--- src/rtl/fetch_unit_pkg.sv ---
// Shared constants, state encodings and payload types for the instruction-fetch stage.
package fetch_unit_pkg;

  localparam int unsigned XLEN = 32;

  localparam logic [XLEN-1:0] NOP              = 32'h0000_0013;
  localparam logic [XLEN-1:0] RESET_PC_DEFAULT = 32'h0000_0000;

  typedef enum logic [1:0] {
    BOOT  = 2'd0,
    RUN   = 2'd1,
    DRAIN = 2'd2
  } fetch_state_e;

  typedef struct packed {
    logic [XLEN-1:0] pc;
    logic [XLEN-1:0] code;
  } fetch_entry_t;

  // Word-align an address by clearing the byte offset.
  function automatic logic [XLEN-1:0] align_word(input logic [XLEN-1:0] addr);
    return addr & ~(XLEN'(3));
  endfunction

endpackage

--- src/rtl/fetch_fifo.sv ---
// Parameterised synchronous FIFO with flush; head is shown combinationally from storage.
module fetch_fifo #(
  parameter int unsigned WIDTH = 32,
  parameter int unsigned DEPTH = 2
) (
  input  logic                     clk,
  input  logic                     rst_n,
  input  logic                     flush,
  input  logic                     push,
  input  logic [WIDTH-1:0]         push_data,
  input  logic                     pop,
  output logic [WIDTH-1:0]         head,
  output logic [$clog2(DEPTH):0]   count,
  output logic                     empty,
  output logic                     full
);

  localparam int unsigned AW = $clog2(DEPTH);
  localparam int unsigned CW = AW + 1;

  logic [WIDTH-1:0] mem_q [DEPTH];
  logic [AW-1:0]    rd_ptr_q;
  logic [AW-1:0]    wr_ptr_q;
  logic [CW-1:0]    count_q;
  logic             do_push;
  logic             do_pop;

  assign empty   = (count_q == '0);
  assign full    = (count_q == CW'(DEPTH));
  assign count   = count_q;
  assign head    = mem_q[rd_ptr_q];
  assign do_pop  = pop && !empty;
  assign do_push = push && (!full || do_pop);

  // Pointer and occupancy tracking; flush discards everything at once.
  always_ff @(posedge clk or negedge rst_n) begin
    if (!rst_n) begin
      rd_ptr_q <= '0;
      wr_ptr_q <= '0;
      count_q  <= '0;
    end else if (flush) begin
      rd_ptr_q <= '0;
      wr_ptr_q <= '0;
      count_q  <= '0;
    end else begin
      if (do_push) wr_ptr_q <= wr_ptr_q + AW'(1);
      if (do_pop)  rd_ptr_q <= rd_ptr_q + AW'(1);
      count_q <= count_q + CW'(do_push) - CW'(do_pop);
    end
  end

  // Entry storage.
  always_ff @(posedge clk or negedge rst_n) begin
    if (!rst_n) begin
      for (int i = 0; i < int'(DEPTH); i++) mem_q[i] <= '0;
    end else if (do_push && !flush) begin
      mem_q[wr_ptr_q] <= push_data;
    end
  end

endmodule

--- src/rtl/fetch_unit.sv ---
// Instruction-fetch stage: PC generation, credit-limited memory requests, response
// buffering and redirect handling with dropping of stale in-flight responses.
module fetch_unit
  import fetch_unit_pkg::*;
#(
  parameter logic [31:0] RESET_PC = RESET_PC_DEFAULT,
  parameter int unsigned DEPTH    = 2
) (
  input  logic        clk,
  input  logic        rst_n,
  output logic        imem_req_valid,
  input  logic        imem_req_ready,
  output logic [31:0] imem_req_addr,
  input  logic        imem_rsp_valid,
  input  logic [31:0] imem_rsp_data,
  input  logic        redirect_valid,
  input  logic [31:0] redirect_pc,
  output logic        dec_valid,
  input  logic        dec_ready,
  output logic [31:0] code,
  output logic [31:0] pc
);

  localparam int unsigned CW = $clog2(DEPTH) + 1;
  localparam int unsigned SW = CW + 1;
  localparam int unsigned EW = $bits(fetch_entry_t);

  fetch_state_e    state_q, state_d;
  logic [XLEN-1:0] fetch_pc_q, fetch_pc_d;
  logic [XLEN-1:0] last_pc_q;
  logic [CW-1:0]   outstanding_q, outstanding_d;
  logic [CW-1:0]   drop_cnt_q, drop_cnt_d;

  logic [CW-1:0]   fifo_count;
  logic            fifo_empty, fifo_full;
  fetch_entry_t    fifo_head, fifo_push_data;
  logic [CW-1:0]   pcq_count;
  logic            pcq_empty, pcq_full;
  logic [XLEN-1:0] pcq_head;

  logic [SW-1:0]   inflight;
  logic            credit_ok;
  logic            req_fire;
  logic            rsp_live;
  logic            rsp_keep;
  logic            rsp_drop;
  logic            dec_fire;

  // Credit covers both in-flight and buffered words so a response always has room.
  assign inflight       = SW'(outstanding_q) + SW'(fifo_count);
  assign credit_ok      = (inflight < SW'(DEPTH));
  assign imem_req_valid = (state_q != BOOT) && !redirect_valid && credit_ok;
  assign imem_req_addr  = fetch_pc_q;
  assign req_fire       = imem_req_valid && imem_req_ready;

  assign rsp_live = imem_rsp_valid && (drop_cnt_q == '0);
  assign rsp_keep = rsp_live && !redirect_valid;
  assign rsp_drop = imem_rsp_valid && (drop_cnt_q != '0);

  assign dec_valid = !fifo_empty;
  assign dec_fire  = dec_valid && dec_ready;
  assign code      = fifo_empty ? NOP : fifo_head.code;
  assign pc        = fifo_empty ? last_pc_q : fifo_head.pc;

  assign fifo_push_data.pc   = pcq_head;
  assign fifo_push_data.code = imem_rsp_data;

  // State register.
  always_ff @(posedge clk or negedge rst_n) begin
    if (!rst_n) state_q <= BOOT;
    else        state_q <= state_d;
  end

  // Next state: DRAIN while stale responses are still expected.
  always_comb begin
    state_d = state_q;
    case (state_q)
      BOOT:       state_d = RUN;
      RUN, DRAIN: state_d = (drop_cnt_d != '0) ? DRAIN : RUN;
      default:    state_d = BOOT;
    endcase
  end

  // Datapath next values; a redirect overrides normal PC advance and drop accounting.
  always_comb begin
    fetch_pc_d    = fetch_pc_q;
    drop_cnt_d    = drop_cnt_q;
    outstanding_d = outstanding_q + CW'(req_fire) - CW'(imem_rsp_valid);
    if (redirect_valid) begin
      fetch_pc_d = align_word(redirect_pc);
      drop_cnt_d = outstanding_q - CW'(imem_rsp_valid);
    end else begin
      if (req_fire) fetch_pc_d = fetch_pc_q + 32'd4;
      if (rsp_drop) drop_cnt_d = drop_cnt_q - CW'(1);
    end
  end

  always_ff @(posedge clk or negedge rst_n) begin
    if (!rst_n) begin
      fetch_pc_q    <= RESET_PC;
      outstanding_q <= '0;
      drop_cnt_q    <= '0;
      last_pc_q     <= RESET_PC;
    end else begin
      fetch_pc_q    <= fetch_pc_d;
      outstanding_q <= outstanding_d;
      drop_cnt_q    <= drop_cnt_d;
      if (!fifo_empty) last_pc_q <= fifo_head.pc;
    end
  end

  // Decoded-instruction buffer holding {pc, code}.
  fetch_fifo #(
    .WIDTH (EW),
    .DEPTH (DEPTH)
  ) u_inst_fifo (
    .clk       (clk),
    .rst_n     (rst_n),
    .flush     (redirect_valid),
    .push      (rsp_keep),
    .push_data (fifo_push_data),
    .pop       (dec_fire),
    .head      (fifo_head),
    .count     (fifo_count),
    .empty     (fifo_empty),
    .full      (fifo_full)
  );

  // PCs of live requests, matched to responses in order.
  fetch_fifo #(
    .WIDTH (XLEN),
    .DEPTH (DEPTH)
  ) u_pc_queue (
    .clk       (clk),
    .rst_n     (rst_n),
    .flush     (redirect_valid),
    .push      (req_fire),
    .push_data (fetch_pc_q),
    .pop       (rsp_live),
    .head      (pcq_head),
    .count     (pcq_count),
    .empty     (pcq_empty),
    .full      (pcq_full)
  );

  // Structural invariants of the credit and drop accounting.
  a_fifo_room: assert property (@(posedge clk) disable iff (!rst_n) rsp_keep |-> !fifo_full);
  a_pcq_live:  assert property (@(posedge clk) disable iff (!rst_n) rsp_keep |-> !pcq_empty);
  a_pcq_room:  assert property (@(posedge clk) disable iff (!rst_n) req_fire |-> !pcq_full);
  a_out_max:   assert property (@(posedge clk) disable iff (!rst_n) outstanding_q <= CW'(DEPTH));
  a_credit:    assert property (@(posedge clk) disable iff (!rst_n) inflight <= SW'(DEPTH));
  a_drop_le:   assert property (@(posedge clk) disable iff (!rst_n) drop_cnt_q <= outstanding_q);
  a_pcq_track: assert property (@(posedge clk) disable iff (!rst_n)
                                (pcq_count + drop_cnt_q) == outstanding_q);

endmodule

--- config.mk ---
export PLATFORM = sky130hd
export DESIGN_NAME = fetch_unit
export DESIGN_NICKNAME = d
export VERILOG_FILES = /design/src/rtl/fetch_unit_pkg.sv /design/src/rtl/fetch_fifo.sv /design/src/rtl/fetch_unit.sv
export SDC_FILE = /design/constraint.sdc
export NUM_CORES = 1
export LEC_CHECK = 0
export CORE_MARGIN = 3
export CORE_UTILIZATION = 35
export DETAILED_ROUTE_END_ITERATION = 6
export PLACE_DENSITY_LB_ADDON = 0.1
export REMOVE_ABC_BUFFERS = 1
export SLEW_MARGIN = 5
export SYNTH_ARGS = -nofsm -noshare
export SYNTH_HDL_FRONTEND = slang
export SYNTH_SLANG_ARGS = --single-unit
export TNS_END_PERCENT = 5
--- constraint.sdc ---
create_clock -name clk -period 3.95 [get_ports clk]
set_clock_uncertainty 0.05 [all_clocks]
set_input_delay 0.9875 -clock clk [delete_from_list [all_inputs] [get_ports clk]]
set_output_delay 0.9875 -clock clk [all_outputs]
set_load 0.01 [all_outputs]
# Yosys cells after proc, flatten, opt, wreduce, memory -nomap -nowiden

Index checks and enable logic that the tools add are counted.
W data, S select, Z words.

Eq/ne operators: 4
Order comparisons: 7
Add/sub/neg operators: 14
Bitwise operators: 4
Reduce and logical (&&, ||, !) cells: 35
Muxes and demuxes: 30

Operators by type and width:

| kind                    | count |
|---|---|
| $mux W32                | 8 |
| $mux W64                | 4 |
| $bwmux W128             | 1 |
| $bwmux W64              | 1 |
| $demux W64 S1           | 1 |
| $add A32 B3 Y32 const B | 1 |
| $demux W32 S1           | 1 |
| $reduce_bool A2 Y1      | 8 |
| $logic_and A1 B1 Y1     | 15 |
| $mux W2                 | 5 |
| $ge A2 B2 Y1 const B    | 4 |
| $logic_not A2 Y1        | 4 |
| $mux W1                 | 8 |
| $not A1 Y2              | 4 |
| $sub A2 B1 Y2           | 4 |
| $add A2 B1 Y2           | 3 |
| $eq A2 B2 Y1 const B    | 3 |
| $logic_not A1 Y1        | 5 |
| $add A1 B1 Y1 const B   | 4 |
| $lt A2 B1 Y1 const B    | 2 |
| $pmux W2 S2             | 1 |
| $add A2 B2 Y3           | 1 |
| $lt A3 B2 Y1 const B    | 1 |
| $eq A2 B1 Y1 const B    | 1 |
| other kinds (3)         | 4 |

Register bits: 270
Logic and storage cells: 109
Input port bits: 70
Output and inout port bits: 98

# Depth between registers and ports, before layout

Gate-level depths: netlist of run 1.

Word-level depth: 9
Gate-level depth with buffers: 10
Depth with buffers taken out: 10

# Cells and area by module

A second synthesis of run 1 with hierarchy kept.

Cell total of the unflattened synthesis: 924
Area, all modules: 12851.1 sq um

Modules (own cells, without submodules):

| module                    | cells an instance | area an instance (sq um) | sequential area each (sq um) | times used |
|---|---|---|---|---|
| fetch_fifo at u_inst_fifo | 365               | 5979.5                   | 3303.2                       | 1 |
| fetch_unit                | 364               | 3764.9                   | 1701.6                       | 1 |
| fetch_fifo at u_pc_queue  | 195               | 3106.7                   | 1701.6                       | 1 |

# Worst setup path before layout of run 1

OpenSTA, ideal clock, no wires.

Path kind: input-to-reg
Start point: in redirect_valid
End point: reg u_pc_queue.mem_q[34] in the netlist's numbering
Path buffers: 2
Required time: 3.775 ns
Data arrival time: 2.902 ns
Path slack: 0.873 ns
Stages on the path: 7
Library setup time: 0.125 ns
Cells stage by stage: buf_2 -> nor4_1 -> nand2_1 -> a31oi_1 -> and2b_1 -> buf_2 -> mux2_2

Word-level cells in the longest chain between the ends: 6

RTL lines:

| element                           | line             | RTL |
|---|---|---|
| from (decl)                       | fetch_unit.sv:16 | `input logic redirect_valid,` |
| $logic_not A1 Y1                  | fetch_unit.sv:52 | `assign imem_req_valid = (state_q != BOOT) && !redirect_valid && credit_ok;` |
| $logic_and A1 B1 Y1 (2 in series) | fetch_unit.sv:52 |  |
| via imem_req_valid                | fetch_unit.sv:11 | `output logic imem_req_valid,` |
| $logic_and A1 B1 Y1               | fetch_unit.sv:54 | `assign req_fire = imem_req_valid && imem_req_ready;` |
| $logic_and A1 B1 Y1               | fetch_fifo.sv:33 | `assign do_push = push && (!full \|\| do_pop);` |
| $logic_and A1 B1 Y1               | fetch_fifo.sv:56 | `end else if (do_push && !flush) begin` |
| to (signal, indexed assignment)   | fetch_fifo.sv:57 | `mem_q[wr_ptr_q] <= push_data;` |
| to (decl)                         | fetch_fifo.sv:21 | `logic [WIDTH-1:0] mem_q [DEPTH];` |

The timed path passes the listed nets, and every way through them passes these cells.
A chain may end at the register's enable or synchronous reset.

# Final worst setup path of run 1

Start point: reg u_inst_fifo.count_q[0] (netlist: u_inst_fifo.count[0])
End point: out imem_req_valid

Word-level cells in the longest chain between the ends: 3

RTL lines:

| element                | line             | RTL |
|---|---|---|
| from (decl)            | fetch_fifo.sv:24 | `logic [CW-1:0] count_q;` |
| from (signal assigned) | fetch_fifo.sv:48 | `count_q <= count_q + CW'(do_push) - CW'(do_pop);` |
| $add A2 B2 Y3          | fetch_unit.sv:50 | `assign inflight = SW'(outstanding_q) + SW'(fifo_count);` |
| $lt A3 B2 Y1           | fetch_unit.sv:51 | `assign credit_ok = (inflight < SW'(DEPTH));` |
| $logic_and A1 B1 Y1    | fetch_unit.sv:52 |  |
| to (decl)              | fetch_unit.sv:11 |  |

Every way passes these cells.

==> metrics, run 1 <==
post-synthesis sequential area ratio=0.572; hold endpoint=last_pc_q[0]; minimum clock period=about 3700 ps; depth of the worst hold-timing path=1; CTS buffer count=29; vias in the first global route=roughly 7600; layout cell share with drive strength beyond 1=0.178; Gate Count Post-Synth=slightly below 1000; CP startpoint=u_inst_fifo.count[0]; Critical Path Sink Type=output port; Setup violations, final=0; first-pass GRT wire length=between 40 and 50 mm; FF/Latch Area=around 6500 sq um; Yosys cell types=42; clock sinks=260; PnR Total Power=between 0.01 and 0.015 W; most frequent cell after synthesis=dfrtp_1; clock latency on the worst-skew pair=540 ps; final core occ=0.458; Die ar.=34700 sq um; Sw Ratio=0.322; final hold vios=0; status=finished, final reports clean; via count=between 7000 and 8000; worst-path fanout max=3; crit share post-route=0.932; clock slew at reported path FFs=60 ps; FF-to-FF End=imem_req_addr[28]; Final nets=approximately 1200; f_max=about 270 MHz; Die Width=about 190 um; pwr dens=approximately 760 nW/um^2; post-synth top area share=0.572; # diodes=0; Avg Cell Area, Syn=around 12 sq um; Leakage=a little over 6 nW; Syn-to-layout area delta=28.1%; CP max stage cell=clkdlybuf4s50_1; Reg-to-Reg Start=u_inst_fifo.count[0]; share of power burned in registers=0.399; Reg2Reg Setup Slack=~800 ps; CTS tree=built; Clock power frac=0.232; post-synthesis sequential element count=between 200 and 300; Startpoint Class=register; io pins=between 150 and 200; WL per Instance=~17 um; grt total ovfl=0; largest net degree at the start of global routing=98; worst setup path class=register to output port; First-pass DRT Iterations=5; worst reg-to-reg path cell count=8; Logic pwr share=0.369; CP required=2910 ps; CP cell instances=inv_1, nor2_1, fa_1, nor4_2, clkdlybuf4s50_1; Top FF cell, synth=dfrtp_1; max_cap viols=0; 1st-iter DRT viols=roughly 300; routability-driven placement congestion ratio=around 0.73; Max Root-Sink Buffers=3; CTS Hold Bufs=0; Post-Route WL=about 27 mm; PortBufs=163; Total GRT Usage=0.157; critical path depth=5; Post-synth EDFFs=0; Mapped Area=~11000 sq um; Root Buffer=clkbuf_16; initial antenna violation count=0; CTS H-tree depth=1; HP Start=last_pc_q[0]; Hold WS=433 ps; Placement Rows=65; post-route ant nets=0; commonest cells in the netlist=dfrtp_1 (260), mux2_2 (125), nor2_1 (103); Int Power=between 0.007 and 0.008 W; Die Y=about 190 um; RSZ-0062 raised after global routing=false; Max Slew Vio Count=0; fillers=approximately 3000; Slew HR=0.424; Tightest Hold Check Type=register to register; Worst EP arrival=2650 ps; highest cell delay on the worst timing path=slightly above 600 ps; synth top area cells=dfrtp_1 (57%), mux2_2 (12%), mux2i_1 (8.3%), nor2_1 (3.4%), a21oi_1 (2.6%); VDD IR max=about 460 uV; CP delay by family, top=buffers and inverters; Async SR Flop Fraction=1.00; Final HPWL DP=around 18 mm; Initial Util=0.357; Switch Pwr=approximately 0.0036 W; Slew @ Worst Pin=approximately 850 ps; DRC violations left=0; CP bufs+invs=2; Multi-input gate area=roughly 4600 sq um; Yosys warnings=0; CORE AREA=between 30000 and 40000 sq um; via/cell ratio=around 4.8; cell taking the most area after synthesis=dfrtp_1
cells in the final DEF (no fill, tap or decap), drive strengths merged, types with 7 or more instances in the layout:
master	n
dfrtp	260
clkdlybuf4s50	161
mux2	125
nor2	103
mux2i	94
nand2	77
a21oi	60
o21ai	58
clkbuf	46
buf	30
xnor2	23
inv	16
nand3	13
ha	11
xor2	10
nor2b	7
and3	7
layer usage:
layer,track usage,share of wire,up-vias
met4,0.0283,0.012,0
met3,0.0261,0.052,28
met1,0.222,0.47,3731
met2,0.260,0.47,163
met5,0,0,-
li1,-,-,3699
sequential cells by signal, indices dropped and copies added, names as in the netlist:
name / flops
state_q: 2
u_inst_fifo.mem_q: 124
drop_cnt_q: 2
outstanding_q: 2
last_pc_q: 32
u_inst_fifo.count: 2
imem_req_addr: 30
u_inst_fifo.wr_ptr_q: 1
u_inst_fifo.rd_ptr_q: 1
u_pc_queue.count: 2
u_pc_queue.wr_ptr_q: 1
u_pc_queue.mem_q: 60
u_pc_queue.rd_ptr_q: 1
worst max-delay path by stage:
stage,end
after floorplan,u_inst_fifo.mem_q[64]
after global placement,imem_req_addr[30]
after detailed placement,imem_req_addr[30]
after CTS,imem_req_valid
after global routing,imem_req_valid
final,imem_req_valid
power groups by stage:
stage | registers, W | logic [W] | clock network [W]
floorplan | 0.00438 | 0.00245 | 0
global placement | 0.00445 | 0.00410 | 0
detailed placement | 0.00448 | 0.00415 | 0
CTS | 0.00443 | 0.00417 | 0.00265
global route | 0.00457 | 0.00454 | 0.00278
finish | 0.00442 | 0.00408 | 0.00257
cells by family (layout without fill, tap and decap cells):
logic type | Yosys count | count (layout) | synth area share
AND/OR/NAND/NOR | 248 | 248 | 0.0973
other | 1 | 2 | 0.000330
adder cells (fa/ha/maj) | 12 | 12 | 0.0139
flip-flops | 260 | 260 | 0.572
buffers and inverters | 74 | 257 | 0.0256
multiplexers | 219 | 219 | 0.207
XOR/XNOR | 33 | 33 | 0.0254
AO/OA/AOI/OAI | 127 | 127 | 0.0583
timing repair:
action                     in CTS  in global routing
gates resized for setup         0                  1
setup endpoints to repair       0                  1
setup buffers                   0                  0
cell type report:
class / instances / share of cell area
clock buffers: 46 / 0.0604
clock inverters: 5 / 0.00198
inverters: 15 / 0.00387
multi-input cells: 641 / 0.316
flip-flops and latches: 260 / 0.447
well taps: 435 / 0.0374
repair buffers: 191 / 0.133
worst register-to-register path, delay by kind of cell (launching register included):
family | cells | cell delay, ps
simple gates | 4 | 1770
fa+ha+maj | 1 | 470
xor+xnor | 1 | 170
compound gates | 1 | 70
buf+inv | 1 | 80
flops | 1 | 400
metrics by stage:
step	std cells	worst slack, ps	TNS [ps]	instance area (sq um)
floorplan	916	-5510	-374180	11100
finish	1593	267	0	14600
detailed placement	1542	448	0	13600
CTS	1593	132	0	14600
global route	1593	136	0	14600
global placement	1542	446	0	13600
No activity file was read; power rests on OpenSTA's default activity.
==> run 2: changes to the inputs <==
DONT_BUFFER_PORTS = 1   (was default)
TNS_END_PERCENT = 20   (was 5)
==> metrics, run 2 (synthesized netlist as in run 1, its figures left out) <==
status=finished, final reports clean (unchanged); top flop regs=u_inst_fifo.mem_q x124, u_pc_queue.mem_q x60, last_pc_q x32 (unchanged); routability-driven placement congestion ratio=0.730 (was 0.731); Finished Cell Area=13000 sq um (was 14600 sq um); FF/Latch Area=6510 sq um (unchanged); Post-Route WL=27.0 mm (was 27.4 mm); most frequent cells in the layout=dfrtp_1 (258), mux2_2 (125), nor2_1 (102), mux2i_1 (94), nand2_1 (76) (was dfrtp_1 (258), clkdlybuf4s50_1 (161), mux2_2 (125), nor2_1 (102), mux2i_1 (94)); Resize count post-CTS=0 (unchanged); final hold vios=0 (unchanged); Reg-to-Reg Start=u_inst_fifo.count[0] (unchanged); Post-CTS Setup Inserts=0 (unchanged); clock slew at reported path FFs=60 ps (about the same); Syn-to-layout area delta=14.4% (was 28.1%); Multi-input gate area=4590 sq um (about the same); FF-to-FF End=imem_req_addr[30] (was imem_req_addr[28]); worst reg-to-reg path cell count=8 (unchanged); commonest non-fill, non-tap cell in the layout=dfrtp_1 (unchanged); CTS H-tree depth=1 (unchanged); clock sinks=260 (unchanged); Top reg by flops=u_inst_fifo.mem_q (unchanged); Root Buffer=clkbuf_16 (unchanged); Setup violations, final=0 (unchanged); Setup TNS=0 ps (unchanged); vias in the first global route=7033 (was 7609); Critical Path Sink Type=output port (unchanged); Max Slew Vio Count=0 (unchanged); post-route ant nets=0 (unchanged); final core occ=0.409 (was 0.458); CTS buffer count=31 (was 29); Slew HR=0.266 (was 0.424); DRC violations left=0 (unchanged); io pins=168 (unchanged); worst setup path class=register to output port (unchanged); Die ar.=34700 sq um (unchanged); worst-path fanout max=35 (was 3); Total GRT Usage=0.153 (was 0.157); Final HPWL DP=16.7 mm (was 18.0 mm); Reg2Reg Setup Slack=810 ps (was 800 ps); Tightest Hold Check Type=primary input to asynchronous set/reset pin (was register to register); layout cell share with drive strength beyond 1=0.207 (was 0.178); Die Width=186 um (unchanged); minimum clock period=3430 ps (was 3680 ps); grt total ovfl=0 (unchanged); final worst setup slack=517 ps (was 267 ps); 1st-iter DRT viols=366 (was 296); clock latency on the worst-skew pair=560 ps (was 540 ps); pwr dens=810 nW/um^2 (was 760 nW/um^2); Placement Rows=65 (unchanged); via count=7039 (was 7621); CP required=2910 ps (about the same); crit share post-route=0.869 (was 0.932); Worst EP arrival=2400 ps (was 2650 ps); Max Root-Sink Buffers=3 (unchanged); Final nets=1047 (was 1220); first-pass GRT wire length=41.6 mm (was 43.1 mm); Initial Util=0.357 (unchanged); largest net degree at the start of global routing=261 (was 98); Hold WS=74.3 ps (was 433 ps); number of flip-flops in the largest register=124 (unchanged); Post-Place Worst Slack=803 ps (was 448 ps); max_cap viols=0 (unchanged); Post-DP Area=11900 sq um (was 13600 sq um); CORE AREA=31800 sq um (unchanged); WL per Instance=19.0 um (was 17.2 um); Startpoint Class=register (unchanged); RSZ-0062 raised after global routing=false (unchanged); via/cell ratio=4.94 (was 4.78); Die Y=186 um (unchanged); initial antenna violation count=1 (was 0); fillers=3038 (was 2988); CTS Hold Bufs=0 (unchanged); Leakage=5.57 nW (was 6.17 nW); PortBufs=0 (was 163); f_max=291 MHz (was 272 MHz); First-pass DRT Iterations=4 (was 5); # diodes=0 (unchanged); Slew @ Worst Pin=1100 ps (was 852 ps); VDD IR max=346 uV (was 460 uV); CTS tree=built (unchanged)
-- run 2: how the worst max path moves through the flow --
stage                     slack [ps]  cells after the start            startpoint               endpoint
after floorplan                -5510                      2        redirect_valid  u_inst_fifo.mem_q[64]
final                            520                      3  u_inst_fifo.rd_ptr_q                 pc[28]
after detailed placement         800                     10  u_inst_fifo.count[0]   u_pc_queue.mem_q[16]
after global placement           820                      8  u_inst_fifo.count[0]      imem_req_addr[30]
after CTS                        460                      3  u_inst_fifo.rd_ptr_q                 pc[28]
after global routing             410                      3  u_inst_fifo.rd_ptr_q                 pc[25]
-- run 2: area by class of cell --
type                       count  area share
tap                          435      0.0419
clock inverter                16      0.0167
clock buffer                  42      0.0690
timing repair buffer          16      0.0141
sequential                   260       0.501
multi-input combinational    641       0.353
inverter                      15     0.00433
-- run 2: where the power goes --
group / total (W) / internal [W] / switching, W / leakage [nW]
Combinational: 0.00298 / 0.00135 / 0.00163 / 1.77
Sequential: 0.00450 / 0.00381 / 0.000692 / 3.25
Clock: 0.00306 / 0.00191 / 0.00115 / 0.550
-- run 2: metrics by stage --
step,power (W),std cells
finish,0.0105,1425
global route,0.0113,1425
CTS,0.0107,1425
detailed placement,0.00761,1367
global placement,0.00753,1367
floorplan,0.00683,916
-- run 2: critical path, cell delays in order, from the launching register on --
cell and delay (ps):
dfrtp_4 900, buf_4 350, mux2i_1 100, o21ai_0 430
-- run 2: metal layers --
metal  vias to the layer above  global-route usage  part of all wire
li1                       3352                   -                 -
met5                         -                   0           0.00063
met4                         2              0.0384             0.023
met1                      3467               0.206              0.44
met2                       173               0.246              0.46
met3                        45              0.0432             0.077
